**config.mk**
```make
export PLATFORM = sky130hd
export DESIGN_NAME = i2c_pad_filter
export DESIGN_NICKNAME = d
export VERILOG_FILES = /design/src/rtl/i2c_pad_filter.sv
export SDC_FILE = /design/constraint.sdc
export NUM_CORES = 1
export LEC_CHECK = 0
export ABC_CLOCK_PERIOD_IN_PS = 6800
export BUFFER_PORTS_ARGS = -buffer_cell sky130_fd_sc_hd__buf_4
export CAP_MARGIN = 10
export CORE_MARGIN = 4
export CORE_UTILIZATION = 40
export CTS_BUF_LIST = sky130_fd_sc_hd__clkbuf_4
export DETAILED_ROUTE_END_ITERATION = 7
export GPL_TIMING_DRIVEN = 0
export PLACE_DENSITY = 0.69
export RECOVER_POWER = 50
export SETUP_SLACK_MARGIN = 0.2
export SYNTH_ARGS = -nofsm -noshare
export SYNTH_HDL_FRONTEND = slang
export SYNTH_SLANG_ARGS = --single-unit
```
**constraint.sdc**
```tcl
create_clock -name wb_clk_i -period 6.8 [get_ports wb_clk_i]
set_input_delay 0.68 -clock wb_clk_i [delete_from_list [all_inputs] [get_ports wb_clk_i]]
set_output_delay 0.68 -clock wb_clk_i [all_outputs]
set_load 0.02 [all_outputs]
```
**src/rtl/i2c_pad_filter.sv**
```systemverilog
// I2C pad conditioning: sync + glitch filter on SCL/SDA, START/STOP/edge events, bus-busy tracking.
// Latency: filtered level FILT_DEPTH+2 edges after a pad change; event pulses one edge later.
// Backpressure: none; pad enables are purely combinational, all other outputs free-running.
module i2c_pad_filter #(
    parameter int FILT_DEPTH   = 4,
    parameter int BUS_FREE_CYC = 64
) (
    input  logic       wb_clk_i,
    input  logic       wb_rst_n_i,
    input  logic       scl_pad_i,
    input  logic       sda_pad_i,
    input  logic       scl_oe_i,
    input  logic       scl_o_i,
    input  logic       sda_oe_i,
    input  logic       sda_o_i,
    input  logic       glitch_clr_i,
    output logic       scl_pad_oe_o,
    output logic       sda_pad_oe_o,
    output logic       scl_f_o,
    output logic       sda_f_o,
    output logic       scl_rise_o,
    output logic       scl_fall_o,
    output logic       start_o,
    output logic       stop_o,
    output logic       bus_busy_o,
    output logic [7:0] glitch_cnt_o
);

    // Counter value on which the next mismatching sample flips the filter.
    localparam logic [3:0]  FILT_LAST = 4'(FILT_DEPTH - 1);
    // Free-counter value on which the next both-high cycle declares the bus free.
    localparam logic [15:0] FREE_LAST = 16'(BUS_FREE_CYC - 1);

    typedef enum logic {IDLE, BUSY} state_t;

    logic [1:0]  scl_sync;
    logic [1:0]  sda_sync;
    logic [3:0]  scl_cnt;
    logic [3:0]  sda_cnt;
    logic        scl_filt;
    logic        sda_filt;
    logic        scl_prev;
    logic        sda_prev;
    logic        scl_glitch;
    logic        sda_glitch;
    logic        start_det;
    logic        stop_det;
    logic [1:0]  glitch_inc;
    logic [8:0]  glitch_sum;
    logic [15:0] free_cnt;
    state_t      state;

    // Pads are open-drain: only a request to drive 0 enables the pull-down.
    assign scl_pad_oe_o = scl_oe_i & ~scl_o_i;
    assign sda_pad_oe_o = sda_oe_i & ~sda_o_i;

    assign scl_f_o    = scl_filt;
    assign sda_f_o    = sda_filt;
    assign bus_busy_o = (state == BUSY);

    // A spike is a mismatch run that ends before it could flip the filter.
    assign scl_glitch = (scl_sync[1] == scl_filt) && (scl_cnt != 4'd0);
    assign sda_glitch = (sda_sync[1] == sda_filt) && (sda_cnt != 4'd0);

    // SCL must be high and stable across both cycles, so a simultaneous SCL change masks the event.
    assign start_det = scl_prev & scl_filt & sda_prev & ~sda_filt;
    assign stop_det  = scl_prev & scl_filt & ~sda_prev & sda_filt;

    assign glitch_inc = {1'b0, scl_glitch} + {1'b0, sda_glitch};
    assign glitch_sum = {1'b0, glitch_cnt_o} + {7'd0, glitch_inc};

    // Two-flop synchronizers; idle-high reset matches a released open-drain bus.
    always_ff @(posedge wb_clk_i or negedge wb_rst_n_i) begin
        if (!wb_rst_n_i) begin
            scl_sync <= 2'b11;
            sda_sync <= 2'b11;
        end else begin
            scl_sync <= {scl_sync[0], scl_pad_i};
            sda_sync <= {sda_sync[0], sda_pad_i};
        end
    end

    // SCL filter: flip only after FILT_DEPTH consecutive differing samples.
    always_ff @(posedge wb_clk_i or negedge wb_rst_n_i) begin
        if (!wb_rst_n_i) begin
            scl_filt <= 1'b1;
            scl_cnt  <= 4'd0;
        end else if (scl_sync[1] != scl_filt) begin
            if (scl_cnt == FILT_LAST) begin
                scl_filt <= ~scl_filt;
                scl_cnt  <= 4'd0;
            end else begin
                scl_cnt <= scl_cnt + 4'd1;
            end
        end else begin
            scl_cnt <= 4'd0;
        end
    end

    // SDA filter: same rule as SCL.
    always_ff @(posedge wb_clk_i or negedge wb_rst_n_i) begin
        if (!wb_rst_n_i) begin
            sda_filt <= 1'b1;
            sda_cnt  <= 4'd0;
        end else if (sda_sync[1] != sda_filt) begin
            if (sda_cnt == FILT_LAST) begin
                sda_filt <= ~sda_filt;
                sda_cnt  <= 4'd0;
            end else begin
                sda_cnt <= sda_cnt + 4'd1;
            end
        end else begin
            sda_cnt <= 4'd0;
        end
    end

    // Previous filtered levels and registered single-cycle event pulses.
    always_ff @(posedge wb_clk_i or negedge wb_rst_n_i) begin
        if (!wb_rst_n_i) begin
            scl_prev   <= 1'b1;
            sda_prev   <= 1'b1;
            scl_rise_o <= 1'b0;
            scl_fall_o <= 1'b0;
            start_o    <= 1'b0;
            stop_o     <= 1'b0;
        end else begin
            scl_prev   <= scl_filt;
            sda_prev   <= sda_filt;
            scl_rise_o <= scl_filt & ~scl_prev;
            scl_fall_o <= ~scl_filt & scl_prev;
            start_o    <= start_det;
            stop_o     <= stop_det;
        end
    end

    // Saturating spike counter; a clear wins over any increment in the same cycle.
    always_ff @(posedge wb_clk_i or negedge wb_rst_n_i) begin
        if (!wb_rst_n_i) begin
            glitch_cnt_o <= 8'd0;
        end else if (glitch_clr_i) begin
            glitch_cnt_o <= 8'd0;
        end else if (glitch_sum[8]) begin
            glitch_cnt_o <= 8'hff;
        end else begin
            glitch_cnt_o <= glitch_sum[7:0];
        end
    end

    // Bus state: START claims the bus, STOP or a long both-high idle releases it.
    always_ff @(posedge wb_clk_i or negedge wb_rst_n_i) begin
        if (!wb_rst_n_i) begin
            state    <= IDLE;
            free_cnt <= 16'd0;
        end else begin
            case (state)
                IDLE: begin
                    free_cnt <= 16'd0;
                    if (start_det) begin
                        state <= BUSY;
                    end
                end
                BUSY: begin
                    if (stop_det) begin
                        state    <= IDLE;
                        free_cnt <= 16'd0;
                    end else if (start_det || !(scl_filt && sda_filt)) begin
                        free_cnt <= 16'd0;
                    end else if (free_cnt == FREE_LAST) begin
                        state    <= IDLE;
                        free_cnt <= 16'd0;
                    end else begin
                        free_cnt <= free_cnt + 16'd1;
                    end
                end
                default: begin
                    state    <= IDLE;
                    free_cnt <= 16'd0;
                end
            endcase
        end
    end

endmodule

```
==> impl_summary.md <==
Outcome
The run finished, with violations left. The checks that failed: capacitance limit, slew limit.

Drt
The average via count per standard cell is approximately 5. The routed length per placed instance is 11.29 µm. The number of DRC violations after detailed routing is 0. The overall via count from detail_route is 1416. The first TritonRoute pass finished after 4 iterations. The routed wire length is around 3300 µm.

In this run, the number of DRC markers left after iteration 0 of detailed routing was 67. The remaining antenna violation count is 0.

GRT
The largest net degree at the start of global routing is between 40 and 50. The overall overflow remaining after global route is 0. The met1 usage in global routing is between 15 and 20%.

For met2 alone, demand over resource in global routing was 17.95%. The most utilized layer in the global route result is met2. For this run, the total global-route usage over all layers was measured as a little under an eighth.

The met3 track demand over resource in global routing is 2.935%. The wire length of the first global-routing pass is a little under 6000 µm. The via count of the first global-routing pass is between 1000 and 1500. The initial antenna violation count was 0.

Layout
The share of layout cells above drive strength 1 is between 10% and 20%. Summing all multi-input logic gate instances after layout gives ~820 µm². The filler cell count in the final layout is around 450.

The top cell types in the final layout, fill and taps aside, are dfrtp_1 (37), nor2_1 (26), buf_4 (21). After routing the design area is 2385 µm². The finished layout holds just under 300 standard cells, fillers aside. The most frequent standard cell in the layout excluding fill and tap cells is dfrtp_1. The area of all sequential standard cells is around 1100 µm².

The post-synthesis to final-layout area growth is 16.58%. At the end of the flow, the number of nets in the layout was about 240. Cells fill between 40% and 50% of the core in the end.

0 antenna diodes ended up in the layout.

Synthesis
The number of instances in the synthesized netlist is 191. After synthesis, the largest family of logic cells by area is simple AND/OR/NAND/NOR gates. The number of different library cells used by synthesis comes to 35. The cell area after synthesis is between 2000 and 2500 µm².

The area share of the leading cell type in the synthesized netlist is 45.26%. After synthesis, the share of cell area in mux cells is 1.590%. Ranked by total cell area, the synthesized netlist is headed by dfrtp_1 (45%), dfstp_2 (10%), xnor2_1 (7.3%), nor2_1 (4.8%), ha_1 (3.7%). The synthesized netlist devotes roughly 4.6% of its cell area to adder and majority cells. The synthesized netlist devotes between 20% and 30% of its cell area to simple gates. The count of synthesis-stage warnings from yosys is 0. The synthesized netlist devotes 8.563% of its cell area to XOR and XNOR gates.

dfrtp_1 takes more of the synthesized area than any other cell. The number of nets handed over by synthesis was 207. Summing the areas of all compound-gate instances in the mapped netlist gives under 10% of the synthesized area.

A synthesized cell averages 10.71 µm². The fraction of the yosys area taken by sequential cells is a little under three fifths. In this run, synthesis produced a sequential element count of 45.

Timing
The final number of hold-violating endpoints is 0. The post-route worst setup slack is between 4 and 5 ns. Of the available clock period, the critical path in the final layout requires about two fifths. Setup total negative slack on the finished layout was measured at 0 ns. The total of endpoints with negative setup slack in the final report is 0. Final hold analysis gives a worst-case slack of 0.3650 ns. The maximum clock frequency is approximately 0.36 GHz.

On the final layout, the worst clock skew is between 0.009 and 0.01 ns. The count of pins over their slew limit is 46. The shortest period the worst path allows is between 2 and 3 ns. Setup repair after global routing left no endpoint under its margin. The transition time at the pin with the least slew margin is 2.292 ns.

Measured against its own limit, the worst slew margin works out to -52.81%.

Power
The switching power summed over all nets is 0.2289 mW. The clock network is responsible for 22.0% of the overall power. Cell internal power was estimated by the tool at approximately 0.49 mW. The standby leakage power is ~1.0 nW. Sequential cells burn between 40% and 50% of the power. IR analysis of the VDD net gives a maximum drop of 118.8 µV. The post-layout total power is a little over 0.7 mW. Of the total power, the share spent switching nets is a little under a third. The share of power burned in combinational logic is 28.7%. The total power divided by cell area is roughly 300 nW/µm².

Hold path
The beginning of the worst hold path is sda_sync[0]$_DFF_PN1_. The path category of the worst min-delay check is flop to flop.

Floorplan
The area of the core region is around 4800 µm². The overall die height is roughly 80 µm. For this configuration, the core starts out at a cell density of ~42%. The total I/O pin count is 26.

In this run the core area contains 25 standard-cell rows. The die is slightly below 80 µm wide. The die covers between 6000 and 7000 µm².

Clocking
The cell sitting at the root of the clock tree is a clkbuf_4. The clock latency at the later pin of the worst-skew pair is roughly 0.34 ns. The post-cts hold buffer count is 0.

The CTS sink count is 45. The post-CTS repair timing setup buffer count is 0. The maximum buffer depth of the clock tree is 2.

The number of gates resized after CTS was 0. The CTS buffer count is 5. Clock-pin slew was measured on the worst setup and hold paths at between 0.1 and 0.15 ns. TritonCTS built the clock tree. The number of H-tree levels is 2.

Critical path
The critical-path maximum fanout is 9. Traced cell by cell, the critical path runs through clkbuf_1 -> xnor2_1 -> nand2_1 -> fa_1 -> inv_1 -> ha_1 -> and3_1 -> nand3_1 -> a21oi_1. The kind of critical path is flop to flop. The highest-delay cell along the critical path is dfstp_1. In this run the worst setup path begins at scl_f_o$_DFFE_PN1P_. The largest single stage delay on the critical path is roughly 0.58 ns.

The worst register-to-register path begins at scl_f_o$_DFFE_PN1P_. The nature of the critical path startpoint is a flop. STA puts the critical path data required time at approximately 7 ns.

The family with the most delay on the worst path is adder cells. The worst setup path is captured at a flop. The endpoint arrival time on the critical path is slightly above 3 ns.

The number of buffer and inverter instances along the worst setup path is 2.

Placement
The weighted congestion reported at the end of routability-driven placement is a little under 0.8. After detailed placement, the total cell area comes to roughly 2300 µm². Buffers placed on the I/O ports in this run total 24. The placement-stage worst setup slack is about 4.1 ns.

The number of cells after detailed placement is approximately 280. Detailed placement ended at an HPWL of about 2300 µm.

Flow run
The number of violations of the max-capacitance limit is 1.
-- final timing paths --
| kind | to | slack (ns) | depth (start not counted) |
|---|---|---|---|
| hold reg to reg | sda_sync[1]$_DFF_PN1_ | 0.37 | 0 |
| min in group asynchronous | free_cnt[8]$_DFF_PN0_ | 1.00 | 1 |
| max in group asynchronous | scl_fall_o$_DFF_PN0_ | 4.49 | 1 |
| hold / removal | sda_sync[1]$_DFF_PN1_ | 0.37 | 0 |
| setup / recovery | glitch_cnt_o[1]$_DFF_PN0_ | 4.05 | 9 |
| setup reg to reg | glitch_cnt_o[1]$_DFF_PN0_ | 4.05 | 9 |
-- synth_stat cells --
cell type	n
fa_1	1
xor2_1	3
a31o_2	2
ha_1	6
o21ai_0	2
or4bb_1	1
and3_1	3
nand2b_1	2
nand2_1	11
mux2i_1	1
a31oi_1	1
dfrtp_1	37
buf_1	1
clkbuf_1	1
xnor2_1	17
o2bb2ai_1	1
or2_1	1
nand4_1	3
a211oi_1	2
nor2_1	26
or4_1	2
mux2_2	2
buf_6	1
buf_8	1
nor3b_1	1
nor4_1	4
inv_1	14
nor3_1	4
dfstp_2	8
nor2b_1	7
nand4b_1	2
a21oi_1	9
nor4_2	1
nand3_1	11
nand3b_1	2
-- worst reg2reg max path: cells and delay by family, from the launching register on --
family | cells | cell delay (ns)
and+or+nand+nor | 3 | 0.61
DFF | 1 | 0.58
xor gates and xnor gates | 1 | 0.27
AOI/OAI and AO/OA | 1 | 0.19
buffers and inverters | 2 | 0.41
adders and majority gates | 2 | 0.63
-- area by class of cell --
class                   instances  area share (%)
multi-input cells             128           34.52
inverters                      14           2.204
repair buffers                 24           7.398
well taps                      67           3.515
clock buffers                   6           1.889
plain buffers                   4           1.417
clock inverters                 2           1.417
flip-flops and latches         45           47.64
-- kinds of logic (layout without fill, tap and decap cells) --
kind of cell | Yosys count | count (layout)
adders and majority gates | 7 | 7
AOI/OAI and AO/OA | 17 | 17
buffers and inverters | 18 | 50
xor gates and xnor gates | 20 | 20
and+or+nand+nor | 81 | 81
muxes | 3 | 3
DFF | 45 | 45
-- routing by layer --
metal  wire length (µm)  vias up
met5                  0        -
met4                 65        0
met3                174        7
met2               1471       32
met1               1562      672
li1                   -      705
-- sequential cells by signal (all words and copies together), names as in the netlist --
signal and flops:
scl_f_o 1, scl_sync 2, scl_prev 1, glitch_cnt_o 8, stop_o 1, sda_sync 2
sda_f_o 1, free_cnt 16, sda_prev 1, scl_cnt 4, sda_cnt 4, start_o 1
bus_busy_o 1, scl_rise_o 1, scl_fall_o 1
-- power by group through the flow --
stage | Combinational [mW] | Clock [mW] | Sequential (mW)
after global placement | 0.210 | 0 | 0.363
final | 0.208 | 0.159 | 0.356
after global routing | 0.234 | 0.175 | 0.366
after detailed placement | 0.213 | 0 | 0.364
after floorplan | 0.114 | 0 | 0.385
after CTS | 0.213 | 0.167 | 0.359
(Power assumes the default switching activity.)
